### src/rtl/alu_pkg.sv
// Shared ALU definitions: opcode enumeration and default width constants.
package alu_pkg;

  localparam int WIDTH_DEF = 8;
  localparam int SHIFT_DEF = $clog2(WIDTH_DEF);

  typedef enum logic [2:0] {
    OP_ADD = 3'b000,
    OP_SUB = 3'b001,
    OP_AND = 3'b010,
    OP_OR  = 3'b011,
    OP_XOR = 3'b100,
    OP_SLL = 3'b101,
    OP_SRL = 3'b110,
    OP_SRA = 3'b111
  } alu_op_e;

endpackage

### src/rtl/alu_addsub.sv
// Combinational adder/subtractor with carry-in and two's-complement overflow detection.
module alu_addsub #(
  parameter int WIDTH = 8
) (
  input  logic signed [WIDTH-1:0] x,
  input  logic signed [WIDTH-1:0] y,
  input  logic                    sub,
  input  logic                    cin,
  output logic signed [WIDTH-1:0] sum,
  output logic                    overflow
);

  logic signed [WIDTH+1:0] xe;
  logic signed [WIDTH+1:0] ye;
  logic signed [WIDTH+1:0] ce;
  logic signed [WIDTH+1:0] full;
  logic        [2:0]       top;

  // Two guard bits hold the exact signed result of x +/- y +/- cin.
  assign xe   = {{2{x[WIDTH-1]}}, x};
  assign ye   = {{2{y[WIDTH-1]}}, y};
  assign ce   = {{(WIDTH+1){1'b0}}, cin};
  assign full = sub ? (xe - ye - ce) : (xe + ye + ce);

  assign sum      = full[WIDTH-1:0];
  assign top      = full[WIDTH+1:WIDTH-1];
  assign overflow = ~((&top) | (~|top));

endmodule

### src/rtl/alu.sv
// Single-cycle registered ALU. Define ALU_CARRY_IN_EN to let carry_in feed ADD/SUB;
// otherwise carry_in is ignored.
module alu
  import alu_pkg::*;
#(
  parameter int WIDTH     = WIDTH_DEF,
  parameter int OPERATION = 3,
  parameter int SHIFT     = SHIFT_DEF
) (
  input  logic                 clk,
  input  logic                 rst,
  input  logic [OPERATION-1:0] operation,
  input  logic [SHIFT-1:0]     shamt,
  input  logic [WIDTH-1:0]     x,
  input  logic [WIDTH-1:0]     y,
  input  logic                 carry_in,
  output logic [WIDTH-1:0]     result,
  output logic                 overflow,
  output logic                 zero
);

  function automatic logic [WIDTH-1:0] shift_sra(input logic signed [WIDTH-1:0] a,
                                                 input logic [SHIFT-1:0] s);
    return a >>> s;
  endfunction

  alu_op_e                  op_p0;
  logic                     cin_eff;
  logic signed [WIDTH-1:0]  sum_p0;
  logic                     as_ovf_p0;
  logic        [WIDTH-1:0]  result_p0;
  logic                     overflow_p0;
  logic        [WIDTH-1:0]  result_p1;
  logic                     overflow_p1;
  logic                     zero_p1;

`ifdef ALU_CARRY_IN_EN
  assign cin_eff = carry_in;
`else
  logic unused_carry_in;
  assign cin_eff         = 1'b0;
  assign unused_carry_in = carry_in;
`endif

  assign op_p0 = alu_op_e'(operation);

  alu_addsub #(.WIDTH(WIDTH)) u_addsub (
    .x        ($signed(x)),
    .y        ($signed(y)),
    .sub      (op_p0 == OP_SUB),
    .cin      (cin_eff),
    .sum      (sum_p0),
    .overflow (as_ovf_p0)
  );

  always_comb begin
    result_p0   = '0;
    overflow_p0 = 1'b0;
    case (op_p0)
      OP_ADD, OP_SUB: begin
        result_p0   = sum_p0;
        overflow_p0 = as_ovf_p0;
      end
      OP_AND:  result_p0 = x & y;
      OP_OR:   result_p0 = x | y;
      OP_XOR:  result_p0 = x ^ y;
      OP_SLL:  result_p0 = x << shamt;
      OP_SRL:  result_p0 = x >> shamt;
      OP_SRA:  result_p0 = shift_sra($signed(x), shamt);
      default: result_p0 = '0;
    endcase
  end

  // Stage p0 -> p1: output registers
  always_ff @(posedge clk) begin
    if (rst) begin
      result_p1   <= '0;
      overflow_p1 <= 1'b0;
      zero_p1     <= 1'b1;
    end else begin
      result_p1   <= result_p0;
      overflow_p1 <= overflow_p0;
      zero_p1     <= (result_p0 == '0);
    end
  end

  assign result   = result_p1;
  assign overflow = overflow_p1;
  assign zero     = zero_p1;

endmodule

### config.mk
export PLATFORM = sky130hd
export DESIGN_NAME = alu
export DESIGN_NICKNAME = d
export VERILOG_FILES = /design/src/rtl/alu_pkg.sv /design/src/rtl/alu_addsub.sv /design/src/rtl/alu.sv
export SDC_FILE = /design/constraint.sdc
export NUM_CORES = 1
export LEC_CHECK = 0
export BUFFER_PORTS_ARGS = -buffer_cell sky130_fd_sc_hd__buf_2
export CORE_MARGIN = 4
export CORE_UTILIZATION = 40
export CTS_CLUSTER_DIAMETER = 30
export DETAILED_ROUTE_END_ITERATION = 7
export SLEW_MARGIN = 10
export SYNTH_ARGS = -nofsm -noshare
export SYNTH_HDL_FRONTEND = slang
export SYNTH_HIERARCHICAL = 1
export SYNTH_SLANG_ARGS = --single-unit
### constraint.sdc
create_clock -name clk -period 2.4 [get_ports clk]
set_clock_uncertainty 0.15 [all_clocks]
set_input_delay 0.24 -clock clk [delete_from_list [all_inputs] [get_ports clk]]
set_output_delay 0.24 -clock clk [all_outputs]
set_load 0.01 [all_outputs]
Yosys cells after proc, flatten, opt, wreduce, memory -nomap -nowiden. Index checks and enable logic that the tools add are counted. W data, S select, Z words.

Add/sub/neg operators: 2. Multipliers: 0. Div/mod/pow operators: 0. Order comparisons: 0. Equal/unequal tests: 7. Shift operators: 3. Multiplexer cells: 2. Bitwise operators: 6. Reductions and logical operators: 7.

Operators by type and width (count): $pmux W8 S7 (1); $eq A3 B3 Y1 const B (4); $mux W10 (1); $add A8 B8 Y9 (1); $sub A8 B8 Y9 (1); $and A8 B8 Y8 (1); $logic_not A8 Y1 (1); $or A8 B8 Y8 (1); $shl A8 B3 Y8 (1); $shr A8 B3 Y8 (1); $sshr A8 B3 Y8 (1); $xor A8 B8 Y8 (1); $eq A3 B2 Y1 const B (2); $reduce_or A2 Y1 (2); $eq A3 B1 Y1 const B (1); $logic_not A3 Y1 (1); $reduce_and A3 Y1 (1); $reduce_or A3 Y1 (1); $not A1 Y1 (2); $logic_not A1 Y1 (1); $or A1 B1 Y1 (1).

Register bits: 10. Bits in latches: 0. Memory bits (writable): 0. Bits in read-only memories: 0. Input port bits: 25. Output and inout port bits: 10. Logic and storage cells: 30. Memories kept: 0.

Logic depth before layout (Yosys ltp). Gate-level depths: netlist (run 1).

Depth after elaboration: 6. Gate-level depth with buffers: 14.

Cells and area by module. Netlist (run 1), hierarchy kept.

By module, submodules not included: alu (instances 1, cells each 196, area an instance 1506.4 µm², seq. area each 200.2 µm²); alu_addsub (instances 1, cells each 145, area an instance 1059.8 µm², seq. area each 0.0 µm²).

Least setup slack after synthesis (run 1). Ideal clock, no wire load.

Path kind: input to register. From: in y[0]. To: reg zero_p1, in the netlist zero. Library setup time: 0.116 ns. Data arrival time: 2.310 ns. Data required time: 2.134 ns. Slack: -0.176 ns. Stages on the path: 13. Path through: inv_1 fa_1 inv_1 ha_1 o21ai_0 nand2_1 a21o_1 a21oi_1 xnor2_1 mux2_2 nor2_1 o21a_1 a41o_1.

Cells in the longest elaborated chain, start to end: 4. Elaborated cells on any way between the ends: 8. Those cells by class: add/sub: 2; mux: 2; bitwise: 3; reduce/logical: 1.

RTL lines: start: declaration (line alu.sv:15) `input logic [WIDTH-1:0] y,`; $add A8 B8 Y9 or $sub A8 B8 Y9 (tied branches) (line alu_addsub.sv:23) `assign full = sub ? (xe - ye - ce) : (xe + ye + ce);`; $mux W10 * (line alu_addsub.sv:23); net sum_p0[5] (line alu.sv:29) `logic signed [WIDTH-1:0] sum_p0;`; $pmux W8 S7 * (line alu.sv:59) `case (op_p0)`; $logic_not A8 Y1 * (line alu.sv:83) `zero_p1 <= (result_p0 == '0);`; end signal: assignment (line alu.sv:83); end: declaration (line alu.sv:35) `logic zero_p1;`.

Mark *: on every way through the listed nets, which the timed path passes. The rest lies on a longest branch. A chain may end at the register's enable or synchronous reset.

Worst setup path in the final report (run 1).
From: in x[0]. To: reg overflow_p1, in the netlist overflow.

Cells in the longest elaborated chain, start to end: 6. Elaborated cells on any way between the ends: 8. Those cells by class: add/sub: 2; mux: 1; bitwise: 2; reduce/logical: 3.

RTL lines: start: declaration (line alu.sv:14) `input logic [WIDTH-1:0] x,`; $add A8 B8 Y9 or $sub A8 B8 Y9 (tied branches) (line alu_addsub.sv:23); $mux W10 * (line alu_addsub.sv:23); $reduce_or A3 Y1 (line alu_addsub.sv:27) `assign overflow = ~((&top) | (~|top));`; $logic_not A1 Y1 (line alu_addsub.sv:27); $or A1 B1 Y1 * (line alu_addsub.sv:27); $not A1 Y1 * (line alu_addsub.sv:27); net as_ovf_p0 (line alu.sv:30) `logic as_ovf_p0;`; end signal: assignment (line alu.sv:82) `overflow_p1 <= overflow_p0;`; end: declaration (line alu.sv:34) `logic overflow_p1;`.

Marked as above.

==> impl_metrics.py, run 1 <==
metrics = {
    "clock_network": {
        "cts_tree": "built",
        "htreeDepth": 1,
        "numCtsBuffers": 3,
        "cts.sinks": 10,
        "cts_buffer_depth": 2,
        "clkSlewWorstSetupHoldPaths_ps": 50,
        "cts_hold_buf": 0,
        "cts_root_buffer": "clkbuf_8",
    },
    "yosys": {
        "synth-simple-area-share": 0.2194,
        "yosys.area.top_type_share": 0.1853,
        "synthArstFlopShare": 0,
        "synth_cell_types": 66,
        "syn_inst": 341,
        "ys_seq_area_frac": 0.07801,
        "synth_compound_area_frac": 0.2526,
        "syn-cell-area_sq_um": 2566,
        "ys_seq_elements": 10,
        "synth_xor_area_frac": 0.02730,
        "synth_top_family_by_area": "compound AO/OA/AOI/OAI gates",
        "yosys.area.top_type": "ha_1",
        "synthTopCellsByArea": "ha_1, dfxtp_1, inv_1, a21oi_1, mux4_2",
        "netlist_top_cells_count": "inv_1, ha_1, a21oi_1, nor2_1, nand2_1",
        "synth_most_common_cell": "inv_1",
        "muxShareOfSynthArea": 0.09800,
        "synth_flop_cell": "dfxtp_1",
        "synth_adder_area_share": 0.2165,
        "avgSynthCellArea_sq_um": 7.526,
        "synth_enable_flop_cells": 0,
        "yosys_warnings": 6,
    },
    "routing": {
        "drc": 0,
        "vias_per_cell": 5.570,
        "wl_met3_um": 411,
        "wl_per_cell_um": 15.58,
        "wl_met2_mm": 3.634,
        "met1_length_mm": 3.637,
        "routed_wirelength_mm": 7.760,
        "dr.pass1.iters": 5,
        "drtIter0Drc": 187,
        "vias": 2774,
        "ant_nets": 0,
        "highest_layer": "met4",
    },
    "timing": {
        "fin_ws_ps": -30.83,
        "rsz0062_at_grt": "true",
        "hold_violations": 0,
        "fmax_mhz": 411.4,
        "worst_pin_slew_ps": 599.9,
        "finalSetupViolations": 2,
        "drv_slew": 0,
        "maxSlewHeadroom": 0.5897,
        "period_share": 1.013,
        "min_period_ps": 2431,
    },
    "worst_setup_path": {
        "critPathMaxFanout": 3,
        "crit_arrival_ps": 2450,
        "crit_path_cell_trace": "buf_12, inv_12, fa_2, buf_4, ha_4, o21ai_4, buf_4, a21oi_2, o21ai_1, a221o_1, and3_1, mux2i_1, nor3b_2",
        "crit_family": "adder cells",
        "cp_common_cell": "buf_4",
        "worstPathRequired_ps": 2420,
        "cp_slowest_stage_delay_ps": 600,
        "critPathLaunchType": "primary input",
        "cpMaxStageDelayCell": "fa_2",
        "critPathBufInv": 4,
        "crit_type": "primary input to flop",
        "cp-end-kind": "flop",
    },
    "floorplanning": {
        "initial_core_util": 0.4234,
        "core_area_sq_um": 6061,
        "fp.dieH_um": 88.10,
        "boundaryPins": 35,
        "die_w_um": 88.10,
        "dieArea_sq_um": 7761,
        "num_rows": 28,
    },
    "global_route": {
        "grt_pass1_wl_mm": 12.35,
        "grtUsageTotal": 0.1992,
        "overflow": 0,
        "grt_pass1_vias": 2554,
        "antenna_found_initial": 0,
        "grt_max_degree": 21,
    },
    "layout": {
        "drive_above_1_share": 0.3499,
        "syn2layout_area_growth_pct": 35.06,
        "stdcell_count": 498,
        "layout.nets": 491,
        "antenna_cells": 0,
    },
    "placed_design": {
        "io_buffers": 33,
        "dp_hpwl_mm": 6.198,
        "dp_cells": 489,
        "post-place-ws_ps": -393.1,
        "gp_congestion": 0.9683,
    },
    "outcome": {
        "violations": "setup timing",
        "status": "finished, violations left",
    },
    "power_and_ir_drop": {
        "finalPower_mw": 1.180,
        "p_leak_nw": 1.631,
        "vdd_drop_max_mv": 0.3812,
        "p_per_area_nw_per_um2": 340.4,
    },
    "flow_run": {
        "max-cap-violations": 0,
    },
    "hold_path": {
        "hold_path.class": "primary input to flop",
    },
}
==> flip-flops by register name (all words and copies together), names as in the netlist <==
signal	flops
overflow	1
result	8
zero	1
==> placed cells by master (no fill, tap or decap), types with 8 or more instances in the layout <==
cell type | synthesis | final
nor2b_1 | 9 | 9
buf_2 | 7 | 30
a211oi_1 | 10 | 10
buf_4 | 3 | 63
a21oi_1 | 29 | 26
mux2i_1 | 9 | 9
inv_1 | 46 | 40
nand2b_1 | 12 | 12
o21ai_0 | 18 | 8
nor2_1 | 25 | 24
ha_1 | 38 | 29
nand2_1 | 20 | 19
dfxtp_1 | 10 | 10
ha_4 | 0 | 9
o21ai_1 | 0 | 9
==> final timing paths <==
| check | cells past startpoint | to | from | slack [ps] |
|---|---|---|---|---|
| max | 13 | overflow | x[0] | -30 |
| min | 2 | result[3] | rst | 160 |
==> cell families (layout without fill, tap and decap cells) <==
logic type	after synthesis	in the layout
buffers and inverters	65	146
flip-flops	10	10
AND/OR/NAND/NOR	106	106
AO/OA/AOI/OAI	92	92
multiplexers	17	17
XOR/XNOR	8	8
adder cells (fa/ha/maj)	42	42
other	1	2
==> routing by layer <==
metal  GRT usage  up-vias
li1            -     1372
met1      0.2836     1306
met2      0.3329       90
met3    0.007526        6
met4     0.04670        0
met5           0        -
==> final cells by class <==
cell class / count / area [sq um]
fillers: 585 / 2595
multi-input cells: 267 / 2273
repair buffers: 95 / 654.4
flip-flops and latches: 10 / 200.2
inverters: 47 / 188.9
well taps: 75 / 93.84
clock buffers: 4 / 55.05
==> repair_timing <==
item / CTS / global route
setup endpoints to repair: 4 / 8
setup buffers: 0 / 5
endpoints found under the hold margin: 0 / 0
pin swaps: 4 / 20
gates resized for setup: 9 / 30
==> through the flow <==
step                instance area [sq um]  TNS (ps)  hold slack (ps)    util
finish                               3466    -39.23            158.9  0.5718
global route                         3466    -292.8            182.5  0.5718
CTS                                  3297    -116.5            157.6  0.5440
detailed placement                   3213     -2222            401.8  0.5301
global placement                     3213     -2053            401.8  0.5301
floorplan                            2626    -16.70            391.2       -
==> report_power, final <==
part	internal [mW]	switching (mW)
Combinational	0.384	0.396
Clock	0.145	0.0703
Sequential	0.182	0.00316
Total	0.710	0.469
(Power assumes the default switching activity.)
==> run 2: changes to the inputs <==
Settings changed: BUFFER_PORTS_ARGS -buffer_cell sky130_fd_sc_hd__buf_2 to default, DONT_BUFFER_PORTS from default to 1.
==> run 2 against run 1 <==
Net effect:
- the run ends with hold timing left
- non-clock buffer count is 64 lower
- routed wire length is 10% lower
- final area is 15% lower
- worst hold slack worse by 230 ps
- sequential power is 6% higher
- cell count is 13% lower
- critical path type unchanged
==> impl_metrics.py, run 2 (synthesis gave the netlist of run 1 again) <==
metrics = {
    "worst_setup_path": {
        "worstPathRequired_ps": 2420,
        "crit_path_cell_trace": "inv_12, fa_2, fa_2, a21boi_4, o21ai_2, buf_4, nand3_1, o21ai_1, o32ai_2, nand2_1, a311oi_1, a41o_1",
        "cp.depth": 12,
        "crit_path_start": "x[0]",
        "crit_family": "compound AO/OA/AOI/OAI gates",
        "cpMaxStageDelayCell": "fa_2",
        "critPathMaxFanout": 7,
        "crit_end": "zero",
        "critPathBufInv": 2,
        "critPathLaunchType": "primary input",
        "cp_common_cell": "fa_2",
        "crit_arrival_ps": 2360,
        "cp_slowest_stage_delay_ps": 440,
        "cp-end-kind": "flop",
        "crit_type": "primary input to flop",
    },
    "clock_network": {
        "cts_tree": "built",
        "numCtsBuffers": 3,
        "cts_buffer_depth": 2,
        "cts.sinks": 10,
        "htreeDepth": 1,
        "clkSlewWorstSetupHoldPaths_ps": 50,
        "cts_root_buffer": "clkbuf_8",
    },
    "routing": {
        "vias": 2459,
        "dr.pass1.iters": 4,
        "vias_per_cell": 5.666,
        "ant_nets": 0,
        "drc": 0,
        "drtIter0Drc": 186,
        "wl_per_cell_um": 16.05,
        "routed_wirelength_mm": 6.964,
    },
    "placed_design": {
        "post-place-ws_ps": -293.9,
        "postPlaceCellArea_sq_um": 2845,
        "dp_hpwl_mm": 5.580,
        "gp_congestion": 0.9034,
        "io_buffers": 0,
    },
    "timing": {
        "fmax_mhz": 428.6,
        "min_period_ps": 2333,
        "worst_pin_slew_ps": 515.8,
        "maxSlewHeadroom": 0.6472,
        "rsz0062_at_grt": "true",
        "hold_violations": 8,
        "period_share": 0.9722,
        "fin_ws_ps": 66.78,
        "finalSetupViolations": 0,
        "drv_slew": 0,
        "worst_hold_slack_ps": -74.33,
    },
    "global_route": {
        "grt_pass1_wl_mm": 11.31,
        "grt_pass1_vias": 2262,
        "grtUsageTotal": 0.1807,
        "antenna_found_initial": 0,
        "overflow": 0,
        "grt_max_degree": 28,
    },
    "layout": {
        "mostFrequentLayoutCell": "inv_1",
        "largest_reg_flops": 8,
        "design_area_sq_um": 2953,
        "syn2layout_area_growth_pct": 15.07,
        "antenna_cells": 0,
        "layout.nets": 427,
        "mostFrequentLayoutCells": "inv_1, ha_1, buf_4, a21oi_1, nor2_1",
        "drive_above_1_share": 0.2006,
    },
    "outcome": {
        "violations": "hold timing",
        "status": "finished, violations left",
    },
    "power_and_ir_drop": {
        "finalPower_mw": 0.9941,
        "vdd_drop_max_mv": 0.4134,
        "p_leak_nw": 1.343,
        "p_per_area_nw_per_um2": 336.6,
    },
    "floorplanning": {
        "boundaryPins": 35,
        "num_rows": 28,
        "fp.dieH_um": 88.10,
        "dieArea_sq_um": 7761,
        "core_area_sq_um": 6061,
        "initial_core_util": 0.4234,
        "die_w_um": 88.10,
    },
    "hold_path": {
        "min_path_cells": 1,
        "hp-start": "rst",
        "hold_path.class": "primary input to flop",
    },
    "flow_run": {
        "max-cap-violations": 0,
    },
}
-- run 2: changes by cell type in the layout (fill, tap and decap cells not counted), moves of 2 or more --
cell     before  now
buf_4        63   31
buf_2        30    0
ha_4          9    2
ha_1         29   35
inv_1        40   44
inv_2         6    2
o21ai_2       0    2
-- run 2: final cells by class --
class,count,area [sq um]
multi-input cells,267,2182
repair buffers,31,232.7
inverters,47,188.9
well taps,75,93.84
flip-flops and latches,10,200.2
clock buffers,4,55.05
fillers,628,3108
-- run 2: worst min-delay path by stage --
stage | slack [ps] | endpoint
finish | -70 | result[4]
global route | -80 | result[7]
CTS | -80 | result[4]
detailed placement | 160 | result[3]
global placement | 160 | result[3]
floorplan | 390 | result[3]
-- run 2: timing repair --
item / in CTS / in global routing
endpoints found under the setup margin: 3 / 4
gates cloned: 0 / 0
endpoints found under the hold margin: 8 / 8
buffers inserted: 1 / 0
pin swaps: 3 / 11
resized for setup: 3 / 15
-- run 2: power breakdown --
part           total [mW]  internal (mW)  leakage [nW]  switching, mW
Clock               0.201          0.143        0.0288         0.0577
Combinational       0.597          0.312          1.23          0.285
Sequential          0.196          0.183        0.0832         0.0132
-- run 2: per-layer routing --
| layer | vias to the layer above | GRT usage | share of wire |
|---|---|---|---|
| li1 | 1249 | - | - |
| met1 | 1137 | 0.2742 | 0.48 |
| met2 | 67 | 0.2801 | 0.45 |
| met3 | 6 | 0.01223 | 0.062 |
| met4 | 0 | 0.03709 | 0.0076 |
| met5 | - | 0 | 0 |
-- run 2: stage by stage --
step                      std cells  setup TNS (ps)    util  hold slack, ps
after floorplan                 342          -16.70       -           391.2
after global placement          429          -935.4  0.4694           163.3
after detailed placement        429           -1152  0.4694           164.2
after CTS                       434          -13.09  0.4802          -79.28
after global routing            434          -49.74  0.4872          -81.27
final                           434               0  0.4872          -74.33
==> run 3: changes to the inputs <==
Settings changed: SETUP_SLACK_MARGIN from default to 0.1.
==> run 3 against run 2 <==
Net effect:
- the flow now finishes without violations
- clock-buffer cell count unchanged
- die area unchanged
- setup slack improved by 42 ps
- sequential share of layout area decreased by 0.071 points
- critical path depth decreased by 1
- global-route usage about the same
- flip-flop and latch count unchanged
- power increased by 1.3%
- sequential power about the same
- final area increased by 1.1%
- largest power group unchanged
==> impl_metrics.py, run 3 (synthesis gave the netlist of run 1 again) <==
metrics = {
    "layout": {
        "mostFrequentLayoutCell": "inv_1",
        "fillers": 604,
        "antenna_cells": 0,
        "fin_util": 0.4924,
        "mostFrequentLayoutCells": "inv_1, ha_1, buf_4, a21oi_1, nor2_1",
        "stdcell_count": 434,
        "largest_reg_flops": 8,
        "drive_above_1_share": 0.2145,
        "layout.nets": 427,
        "syn2layout_area_growth_pct": 16.28,
    },
    "placed_design": {
        "gp_congestion": 0.9125,
        "dp_cells": 427,
        "dp_hpwl_mm": 5.567,
        "io_buffers": 0,
        "post-place-ws_ps": -233.3,
    },
    "global_route": {
        "grtUsageTotal": 0.1809,
        "antenna_found_initial": 0,
        "grt_pass1_wl_mm": 11.32,
        "grt_max_degree": 28,
        "overflow": 0,
        "grt_pass1_vias": 2211,
    },
    "clock_network": {
        "cts.sinks": 10,
        "numCtsBuffers": 3,
        "cts_tree": "built",
        "htreeDepth": 1,
        "clkSlewWorstSetupHoldPaths_ps": 50,
        "cts_buffer_depth": 2,
        "cts_root_buffer": "clkbuf_8",
    },
    "power_and_ir_drop": {
        "vdd_drop_max_mv": 0.4723,
        "p_leak_nw": 1.345,
        "p_per_area_nw_per_um2": 337.5,
    },
    "floorplanning": {
        "boundaryPins": 35,
        "core_area_sq_um": 6061,
        "die_w_um": 88.10,
        "initial_core_util": 0.4234,
        "fp.dieH_um": 88.10,
        "num_rows": 28,
        "dieArea_sq_um": 7761,
    },
    "timing": {
        "drv_slew": 0,
        "fin_ws_ps": 109.2,
        "maxSlewHeadroom": 0.6262,
        "min_period_ps": 2291,
        "tns_ps": 0,
        "hold_violations": 0,
        "worst_pin_slew_ps": 546.6,
        "worst_hold_slack_ps": 66.39,
        "rsz0062_at_grt": "true",
        "fmax_mhz": 436.5,
        "period_share": 0.9545,
        "finalSetupViolations": 0,
    },
    "worst_setup_path": {
        "crit_type": "primary input to flop",
        "cp-end-kind": "flop",
        "critPathMaxFanout": 4,
        "crit_arrival_ps": 2310,
        "worstPathRequired_ps": 2420,
        "critPathLaunchType": "primary input",
    },
    "routing": {
        "highest_layer": "met4",
        "ant_nets": 0,
        "wl_per_cell_um": 15.91,
        "wl_met3_um": 397,
        "vias": 2471,
        "drtIter0Drc": 188,
        "met1_length_mm": 3.381,
        "wl_met2_mm": 3.085,
        "vias_per_cell": 5.694,
        "dr.pass1.iters": 6,
        "drc": 0,
        "routed_wirelength_mm": 6.907,
    },
    "hold_path": {
        "min_path_cells": 1,
        "hp-start": "rst",
        "min_to": "result[2]",
        "hold_path.class": "primary input to flop",
    },
    "outcome": {
        "status": "complete, no violations",
    },
    "flow_run": {
        "max-cap-violations": 0,
    },
}
[run 3: worst max-delay path: stages]
cell and delay (ps):
fa_2 390, fa_2 370, a21boi_2 200, o21ai_1 110
buf_4 140, nand3_1 60, o21ai_1 70, o32ai_1 140
nand2_1 150, a311oi_1 270, a41o_1 180
[run 3: layout make-up]
| type | instances | area [sq um] | area share |
|---|---|---|---|
| timing repair buffer | 31 | 235.2 | 0.07883 |
| inverter | 47 | 188.9 | 0.06331 |
| multi-input combinational | 267 | 2211 | 0.7409 |
| sequential | 10 | 200.2 | 0.06709 |
| clock buffer | 4 | 55.05 | 0.01845 |
| tap | 75 | 93.84 | 0.03145 |
[run 3: stage by stage]
stage | area (sq um) | total power [mW]
after detailed placement | 2833 | 0.7625
after CTS | 2919 | 0.9808
after floorplan | 2629 | 0.6327
final | 2984 | 1.007
after global routing | 2984 | 1.101
after global placement | 2833 | 0.7558
[run 3: worst max path at each step]
| stage | from | endpoint | slack, ps | cells after the start |
|---|---|---|---|---|
| 2_1_floorplan | x[0] | zero | -20 | 13 |
| 3_3_place_gp | y[0] | zero | -210 | 11 |
| 3_5_place_dp | y[0] | zero | -230 | 11 |
| 4_1_cts | x[0] | zero | 90 | 13 |
| 5_1_grt | x[3] | zero | -10 | 12 |
| 6_report | y[0] | zero | 110 | 11 |
[run 3: timing repair]
action,CTS,global route
pin swaps,6,9
cloned,0,0
resized for setup,5,18
endpoints found under the hold margin,8,0
endpoints found under the setup margin,1,5
buffers inserted,2,0
hold buffers,1,0
[run 3: layer usage]
| metal | track usage | vias up |
|---|---|---|
| met3 | 0.02446 | 6 |
| met4 | 0.02060 | 0 |
| met5 | 0 | - |
| met2 | 0.2822 | 72 |
| li1 | - | 1244 |
| met1 | 0.2725 | 1149 |
[run 3: where the power goes]
part / switching, mW / internal, mW / total, mW
Clock: 0.0592 / 0.144 / 0.203
Combinational: 0.292 / 0.315 / 0.607
Sequential: 0.0137 / 0.183 / 0.197
Total: 0.365 / 0.642 / 1.01
